**config.mk**
```make
export PLATFORM = sky130hd
export DESIGN_NAME = mux_sel_arb
export DESIGN_NICKNAME = d
export VERILOG_FILES = /design/src/rtl/mux_sel_arb_pkg.sv /design/src/rtl/mux_sel_arb_rr_pick.sv /design/src/rtl/mux_sel_arb.sv
export SDC_FILE = /design/constraint.sdc
export NUM_CORES = 1
export LEC_CHECK = 0
export CORE_ASPECT_RATIO = 1.5
export CORE_MARGIN = 1.5
export CORE_UTILIZATION = 49
export CTS_BUF_LIST = sky130_fd_sc_hd__clkbuf_16
export DETAILED_ROUTE_END_ITERATION = 8
export PLACE_DENSITY = 0.77
export SETUP_SLACK_MARGIN = 0.05
export SYNTH_ARGS = -nofsm -noshare
export SYNTH_HDL_FRONTEND = slang
export SYNTH_SLANG_ARGS = --single-unit
```
**constraint.sdc**
```tcl
create_clock -name clk -period 3.18 [get_ports clk]
set_input_delay 0.477 -clock clk [delete_from_list [all_inputs] [get_ports clk]]
set_output_delay 0.477 -clock clk [all_outputs]
set_load 0.05 [all_outputs]
```
**src/rtl/mux_sel_arb_pkg.sv**
```systemverilog
// rtl/mux_sel_arb_pkg.sv - flit-type codes and arbiter state encoding for mux_sel_arb
package mux_sel_arb_pkg;

   localparam logic [1:0] TYPE_NONE = 2'd0;
   localparam logic [1:0] TYPE_HEAD = 2'd1;
   localparam logic [1:0] TYPE_DATA = 2'd2;
   localparam logic [1:0] TYPE_TAIL = 2'd3;

   typedef enum logic {
      ARB_IDLE   = 1'b0,
      ARB_LOCKED = 1'b1
   } arb_state_t;

endpackage

```
**src/rtl/mux_sel_arb_rr_pick.sv**
```systemverilog
// rtl/mux_sel_arb_rr_pick.sv - combinational round-robin picker, first req at or above rr_ptr
module rr_pick #(
   parameter int N  = 5,
   parameter int PW = (N > 1) ? $clog2(N) : 1
) (
   input  logic [N-1:0]  req,
   input  logic [PW-1:0] rr_ptr,
   output logic [N-1:0]  gnt,
   output logic          any
);

   int            idx;
   logic [PW-1:0] idx_w;

   always_comb begin
      gnt   = '0;
      any   = 1'b0;
      idx   = 0;
      idx_w = '0;
      for (int i = 0; i < N; i++) begin
         idx = int'(rr_ptr) + i;
         if (idx >= N) idx = idx - N;
         idx_w = PW'(idx);
         if (!any && req[idx_w]) begin
            gnt[idx_w] = 1'b1;
            any        = 1'b1;
         end
      end
   end

endmodule

```
**src/rtl/mux_sel_arb.sv**
```systemverilog
// rtl/mux_sel_arb.sv - packet-level round-robin allocator driving the one-hot output mux select
module mux_sel_arb
   import mux_sel_arb_pkg::*;
#(
   parameter int NPORT = 5,
   parameter int TYPEW = 2,
   parameter int LENW  = 8
) (
   input  logic                   clk,
   input  logic                   rst_,
   input  logic [NPORT-1:0]       ivalid,
   input  logic [NPORT*TYPEW-1:0] itype,
   input  logic                   ordy,
   output logic [NPORT-1:0]       sel,
   output logic [NPORT-1:0]       iack,
   output logic                   busy,
   output logic [LENW-1:0]        pkt_len
);

   localparam int PW = (NPORT > 1) ? $clog2(NPORT) : 1;
   localparam logic [TYPEW-1:0] T_HEAD = TYPEW'(TYPE_HEAD);
   localparam logic [TYPEW-1:0] T_TAIL = TYPEW'(TYPE_TAIL);

   arb_state_t       state, state_nxt;
   logic [PW-1:0]    rr_ptr, rr_ptr_nxt;
   logic [NPORT-1:0] sel_nxt, req, is_tail, gnt, xfer;
   logic             busy_nxt, any, tail_xfer;
   logic [LENW-1:0]  len_nxt;
   logic [PW-1:0]    gidx;

   always_comb begin
      req     = '0;
      is_tail = '0;
      for (int n = 0; n < NPORT; n++) begin
         req[n]     = ivalid[n] && (itype[n*TYPEW +: TYPEW] == T_HEAD);
         is_tail[n] = (itype[n*TYPEW +: TYPEW] == T_TAIL);
      end
   end

   // sel is one-hot or zero, so xfer can have at most one bit set
   assign xfer      = sel & ivalid & {NPORT{ordy}};
   assign iack      = xfer;
   assign tail_xfer = |(xfer & is_tail);

   rr_pick #(.N(NPORT), .PW(PW)) u_rr_pick (
      .req    (req),
      .rr_ptr (rr_ptr),
      .gnt    (gnt),
      .any    (any)
   );

   always_comb begin
      gidx = '0;
      for (int n = 0; n < NPORT; n++) begin
         if (sel[n]) gidx = PW'(n);
      end
   end

   always_comb begin
      state_nxt  = state;
      sel_nxt    = sel;
      busy_nxt   = busy;
      len_nxt    = pkt_len;
      rr_ptr_nxt = rr_ptr;
      case (state)
         ARB_IDLE: begin
            if (any) begin
               sel_nxt   = gnt;
               busy_nxt  = 1'b1;
               len_nxt   = '0;
               state_nxt = ARB_LOCKED;
            end
         end
         ARB_LOCKED: begin
            if (|xfer && (pkt_len != {LENW{1'b1}})) len_nxt = pkt_len + LENW'(1);
            // Dropping to IDLE with sel=0 gives the mandatory one-cycle bubble after a tail
            if (tail_xfer) begin
               sel_nxt    = '0;
               busy_nxt   = 1'b0;
               rr_ptr_nxt = (gidx == PW'(NPORT-1)) ? '0 : gidx + PW'(1);
               state_nxt  = ARB_IDLE;
            end
         end
         default: state_nxt = ARB_IDLE;
      endcase
   end

   always_ff @(posedge clk or negedge rst_) begin
      if (!rst_) begin
         state   <= ARB_IDLE;
         rr_ptr  <= '0;
         sel     <= '0;
         busy    <= 1'b0;
         pkt_len <= '0;
      end else begin
         state   <= state_nxt;
         rr_ptr  <= rr_ptr_nxt;
         sel     <= sel_nxt;
         busy    <= busy_nxt;
         pkt_len <= len_nxt;
      end
   end

endmodule

```
==> impl_metrics.tcl, run 1 <==
set metrics [dict create \
    status "finished clean" \
    cts_hold_buf 0 \
    synth-simple-area-share 0.343 \
    dp_cells 383 \
    clockBufferDepth 2 \
    clk_latency_ps 250 \
    die_width_um 58.6 \
    yosysSeqAreaShare 0.198 \
    gp_congestion 1.03 \
    fin_crit_sh 0.970 \
    dp_hpwl_um 5840 \
    whs_ps 501 \
    syn-instance-count 291 \
    hold_path_end "busy" \
    cp-start-kind "flip-flop" \
    yosys.cell_count.top_type "nor2_1" \
    dieArea_um2 5060 \
    fin_crit_ps 3090 \
    yosys.area_share.adder 0.0639 \
    syn-cell-area_um2 2270 \
    cpPeakStageDelay_ps 440 \
    antenna_found_initial 0 \
    cts.sinks 18 \
    grt_pass1_wl_um 11800 \
    crit_type "flip-flop to flip-flop" \
    synth.area.mux_share 0.0700 \
    hold_violations 0 \
    vias 2567 \
    synth_xor_area_frac 0.0347 \
    synth_top_family_by_area "simple AND/OR/NAND/NOR gates" \
    worstPathMaxFanout 6 \
    drc 0 \
    routed_wl_um 7440 \
    synth_compound_area_frac 0.235 \
    endpoint_kind "flip-flop" \
    grt.total_usage 0.298 \
    grt_overflow 0 \
    clock-root-buffer "clkbuf_16" \
    r2r_cells 11 \
    drtIter0Drc 176 \
    netlist_top_cells_count "nor2_1, nand2_1, dfrtp_1, a21oi_1, nand3_1" \
    synth.avg_cell_area_um2 7.80 \
    instances_no_fill 393 \
    hp-start "busy" \
    drive_above_1_share 0.194 \
    cts_tree "built" \
    p_per_area_nw_per_um2 1190 \
    synth_edf_count 0 \
    coreArea_um2 4500 \
    synth_area_leader_cell "dfrtp_1" \
    arrival_ps 3200 \
    worstMarginPinSlew_ps 789 \
    syn_nets 320 \
    clkTransAtPathRegs_ps 50 \
    wl_per_cell_um 18.9 \
    r2r_slack_ps 90 \
    leakagePower_uw 0.00124 \
    rr_startpoint "rr_ptr[1]" \
    cp.required_ps 3300 \
    grt_pass1_vias 2487 \
    htree_levels 1 \
    grt_max_degree 26 \
    ys_ff_latch 18 \
    initial_core_util 0.504 \
    ant_nets 0 \
    min_path_type "flip-flop to flip-flop" \
    r2r-end "sel[4]" \
    num_antenna_cells 0 \
    synth_top_area_frac 0.198 \
    num_io_pins 37 \
    synth_flop_cell "dfrtp_1" \
    async_flop_share 1.00 \
    portBuffers 36 \
    clock-skew-final_ps 2.35 \
    crit_slowest_cell "dfrtp_2" \
    crit_chain "ha_4 -> inv_2 -> fa_2 -> inv_2 -> a21oi_4 -> or3_4 -> a311oi_4 -> o311ai_4 -> and2_4 -> a2111oi_4 -> mux2i_1" \
    utilization 0.670 \
    rows 30 \
    cts-buffers-inserted 3 \
    ys_types 69 \
    drt_first_pass_iters 5 \
    maxCapViolations 0 \
    fmax_ghz 0.324 \
    synth.area.top_cells "dfrtp_1, ha_1, nor2_1" \
    peakVddDrop_uv 797 \
    slew_violations 0 \
    crit_path_start "rr_ptr[1]" \
    area_growth_pct 33.0 \
    viasPerCell 6.53 \
    ys_warn_count 0 \
    final_nets 375 \
    die_h_um 86.4 \
    hold_path_depth 1 \
    rsz0062_at_grt "true" \
    maxSlewHeadroom 0.473 \
    cp_common_cell "inv_2" \
    setup_viol 0 \
]
[what timing repair did]
item                                    in CTS  in global routing
gates resized for setup                      4                 23
pin swaps                                    0                  9
buffers inserted                             2                  4
endpoints found under the setup margin      12                 14
gates cloned                                 0                  0
[layout make-up]
cell class	count	area [um^2]
clock buffers	3	75.1
flip-flops and latches	18	452
fillers	382	1490
well taps	48	60.1
multi-input cells	252	1830
clock inverters	1	3.75
inverters	8	30.0
repair buffers	63	563
[report_power, final]
part / switching [uW] / internal (uW)
Clock: 81.2 / 167
Combinational: 1710 / 1230
Sequential: 107 / 307
Total: 1900 / 1710
[through the flow]
step	setup TNS, ps	worst slack (ps)	power, uW	instance area [um^2]
5_1_grt	-5.63	-5.63	3800	3020
2_1_floorplan	0	3.79	2290	2280
4_1_cts	0	66.3	3250	2880
6_report	0	94.1	3600	3020
3_5_place_dp	-489	-383	2950	2760
3_3_place_gp	-357	-357	2940	2760
[worst max-delay path: cells and delay by family, from the launching register on]
kind | cells | cell delay, ps
DFF | 1 | 440
muxes | 1 | 120
AOI/OAI and AO/OA | 4 | 1040
adders and majority gates | 2 | 580
buffers and inverters | 2 | 140
and+or+nand+nor | 2 | 630
[worst max-delay path by stage]
stage / depth (start not counted) / slack [ps] / to
floorplan: 13 / 4 / sel[4]
global placement: 11 / -360 / sel[4]
detailed placement: 11 / -380 / sel[4]
CTS: 12 / 70 / sel[4]
global route: 12 / -6 / sel[4]
finish: 11 / 90 / sel[4]
[cell families after synthesis]
family / after synthesis
adders and majority gates: 11
xor gates and xnor gates: 9
buffers and inverters: 21
muxes: 15
and+or+nand+nor: 141
AOI/OAI and AO/OA: 76
DFF: 18
[sequential cells by signal, summed over array words and instances (netlist names)]
register and flops:
sel 5, pkt_len 8, rr_ptr 3, busy 1, state 1
[cells in the final DEF (no fill, tap or decap), types with 3 or more instances in the layout]
| cell type | netlist | layout |
|---|---|---|
| o21ai_1 | 2 | 3 |
| buf_4 | 1 | 27 |
| xor2_1 | 4 | 4 |
| ha_1 | 10 | 7 |
| clkbuf_16 | 0 | 3 |
| dfrtp_1 | 18 | 17 |
| mux2i_1 | 10 | 9 |
| inv_2 | 1 | 4 |
| a21o_1 | 7 | 7 |
| o21ai_0 | 12 | 11 |
| nand4_1 | 8 | 8 |
| nor2_1 | 31 | 31 |
| nand3b_1 | 7 | 7 |
| clkdlybuf4s50_1 | 0 | 36 |
| inv_1 | 7 | 4 |
| nor2b_1 | 4 | 3 |
| a31oi_1 | 5 | 5 |
| nand2b_1 | 9 | 8 |
| xnor2_1 | 5 | 4 |
| mux2_2 | 4 | 4 |
| and3_1 | 6 | 6 |
| nand3_1 | 13 | 13 |
| nand2_1 | 29 | 29 |
| a211oi_1 | 6 | 6 |
| nor3_1 | 10 | 9 |
| and3b_1 | 3 | 3 |
| a21oi_1 | 14 | 13 |
[routing by layer]
layer	track usage	up-vias	part of all wire
li1	-	1190	-
met1	0.317	1190	0.36
met2	0.533	145	0.51
met3	0.0313	42	0.065
met4	0.205	0	0.058
met5	0	-	0
No activity file was read; power rests on OpenSTA's default activity.
==> inputs of run 2 (changes only) <==
SKIP_LAST_GASP = 1   (was unset)
==> results of run 2 <==
Same layout as run 1: the final DEF is identical, and so are final timing and power.
==> inputs of run 3 (changes only) <==
CORE_UTILIZATION = 50   (was 49)
PLACE_DENSITY = 0.75   (was 0.77)
clock period = 3.3 ns   (was 3.18 ns; I/O delays follow)
==> run 3 against run 2 <==
Against the previous run: sequential cell count unchanged; sequential power fell by 5%; fmax shrank 0.63%; routed wire length shrank 1.5%; critical path depth grew 1; global-route usage is 0.38 points lower; register-to-register slack improved by 100 ps; sequential share of layout area up 0.72 points; final area down 4.6%; critical endpoint is now sel[2].
==> impl_metrics.tcl, run 3 (synthesis gave the netlist of run 1 again) <==
set metrics [dict create \
    grt_pass1_wl_um 11300 \
    coreArea_um2 4280 \
    worst_slack_ps 194 \
    grt_pass1_vias 2413 \
    final_common_cell "clkdlybuf4s50_1" \
    drc 0 \
    largest_register_ffs 8 \
    fin_crit_sh 0.941 \
    whs_ps 494 \
    cts_tree "built" \
    dp_hpwl_um 5750 \
    wl_per_cell_um 19.1 \
    grt.total_usage 0.294 \
    worstPathMaxFanout 13 \
    die_width_um 58.0 \
    rows 29 \
    max_flop_register "pkt_len" \
    viasPerCell 6.47 \
    grt_max_degree 31 \
    drtIter0Drc 156 \
    maxCapViolations 0 \
    grt_overflow 0 \
    cp.required_ps 3460 \
    cts_hold_buf 0 \
    routed_wl_um 7330 \
    drt_first_pass_iters 5 \
    p_per_area_nw_per_um2 1100 \
    clk_latency_ps 250 \
    num_io_pins 37 \
    use_met3 0.0136 \
    endpoint_kind "flip-flop" \
    die_h_um 85.5 \
    clockBufferDepth 2 \
    hold_violations 0 \
    slew_violations 0 \
    reg_top3 "pkt_len: 8 flops, sel: 5 flops, rr_ptr: 3 flops" \
    final_nets 369 \
    drive_above_1_share 0.139 \
    antenna_found_initial 0 \
    initial_core_util 0.530 \
    area_growth_pct 26.8 \
    min_path_type "flip-flop to flip-flop" \
    dieArea_um2 4960 \
    fmax_ghz 0.322 \
    status "finished clean" \
    vias 2485 \
    cts-buffers-inserted 3 \
    cp-start-kind "flip-flop" \
    met1_usage 0.320 \
    dp_cells 375 \
    leakagePower_uw 0.00120 \
    clock-skew-final_ps 1.38 \
    cts.sinks 18 \
    utilization 0.672 \
    num_antenna_cells 0 \
    clock-root-buffer "clkbuf_16" \
    num-fill-cells 389 \
    peakVddDrop_uv 773 \
    grtUsageMet2 0.540 \
    gp_congestion 0.962 \
    maxSlewHeadroom 0.455 \
    top_usage_layer "met2" \
    fin_crit_ps 3110 \
    layout_common_cells "clkdlybuf4s50_1, nor2_1, nand2_1" \
    rsz0062_at_grt "false" \
    ant_nets 0 \
    worstMarginPinSlew_ps 814 \
    r2r_slack_ps 190 \
    crit_type "flip-flop to flip-flop" \
    setup_viol 0 \
    arrival_ps 3270 \
    instances_no_fill 384 \
    clkTransAtPathRegs_ps 50 \
    htree_levels 1 \
    portBuffers 36 \
    detailedPlace.worstSlack_ps -231 \
]
run 3: changes by cell type in the layout (fill, tap and decap cells not counted), moves of 2 or more:
cell	previous run	this run
inv_1	4	7
inv_2	4	1
ha_4	2	0
ha_1	7	10
or3_1	2	4
or3_4	2	0
buf_4	27	20
run 3: stage by stage:
step	power [uW]	instance area [um^2]	setup TNS, ps
2_1_floorplan	2180	2270	0
3_3_place_gp	2750	2710	-150
3_5_place_dp	2760	2710	-231
4_1_cts	3020	2790	0
5_1_grt	3390	2880	0
6_report	3180	2880	0
run 3: critical path, stage by stage, from the launching register on:
cell       delay, ps
dfrtp_2          410
inv_1            110
ha_1             210
ha_1             310
buf_4            190
a211oi_1         300
a2bb2oi_2        200
nor2_1            70
or3_1            460
nand4_1          170
nor2b_4          230
buf_4            160
mux2i_1          190
run 3: worst paths after layout:
path                                 from    endpoint  cells past startpoint
worst min-delay path                 busy        busy                      1
worst max register to register  rr_ptr[1]      sel[2]                     12
worst max-delay path            rr_ptr[1]      sel[2]                     12
max in group asynchronous            rst_   rr_ptr[1]                      1
min in group asynchronous            rst_  pkt_len[6]                      1
worst min register to register       busy        busy                      1
run 3: area by class of cell:
class,count,area [um^2],share of cell area
Inverter,8,30.0,0.0104
Clock buffer,3,75.1,0.0261
Tap cell,46,57.6,0.0200
Sequential cell,18,452,0.157
Timing Repair Buffer,57,522,0.181
Multi-Input combinational cell,252,1740,0.605
run 3: where the power goes:
part	leakage, uW	internal, uW	total (uW)	switching [uW]
sequential	0.000231	296	395	98.6
clock	0.0000370	159	235	76.1
combinational	0.000932	1020	2550	1530
run 3: routing by layer:
metal / wire [um] / share of wire
met1: 2750 / 0.38
met2: 3800 / 0.52
met3: 344 / 0.047
met4: 435 / 0.059
met5: 0 / 0
run 3: what timing repair did:
item	4_1_cts	5_1_grt
pin swaps	0	2
buffers inserted	0	6
endpoints found under the hold margin	0	0
setup endpoints to repair	1	14
resized for setup	2	7
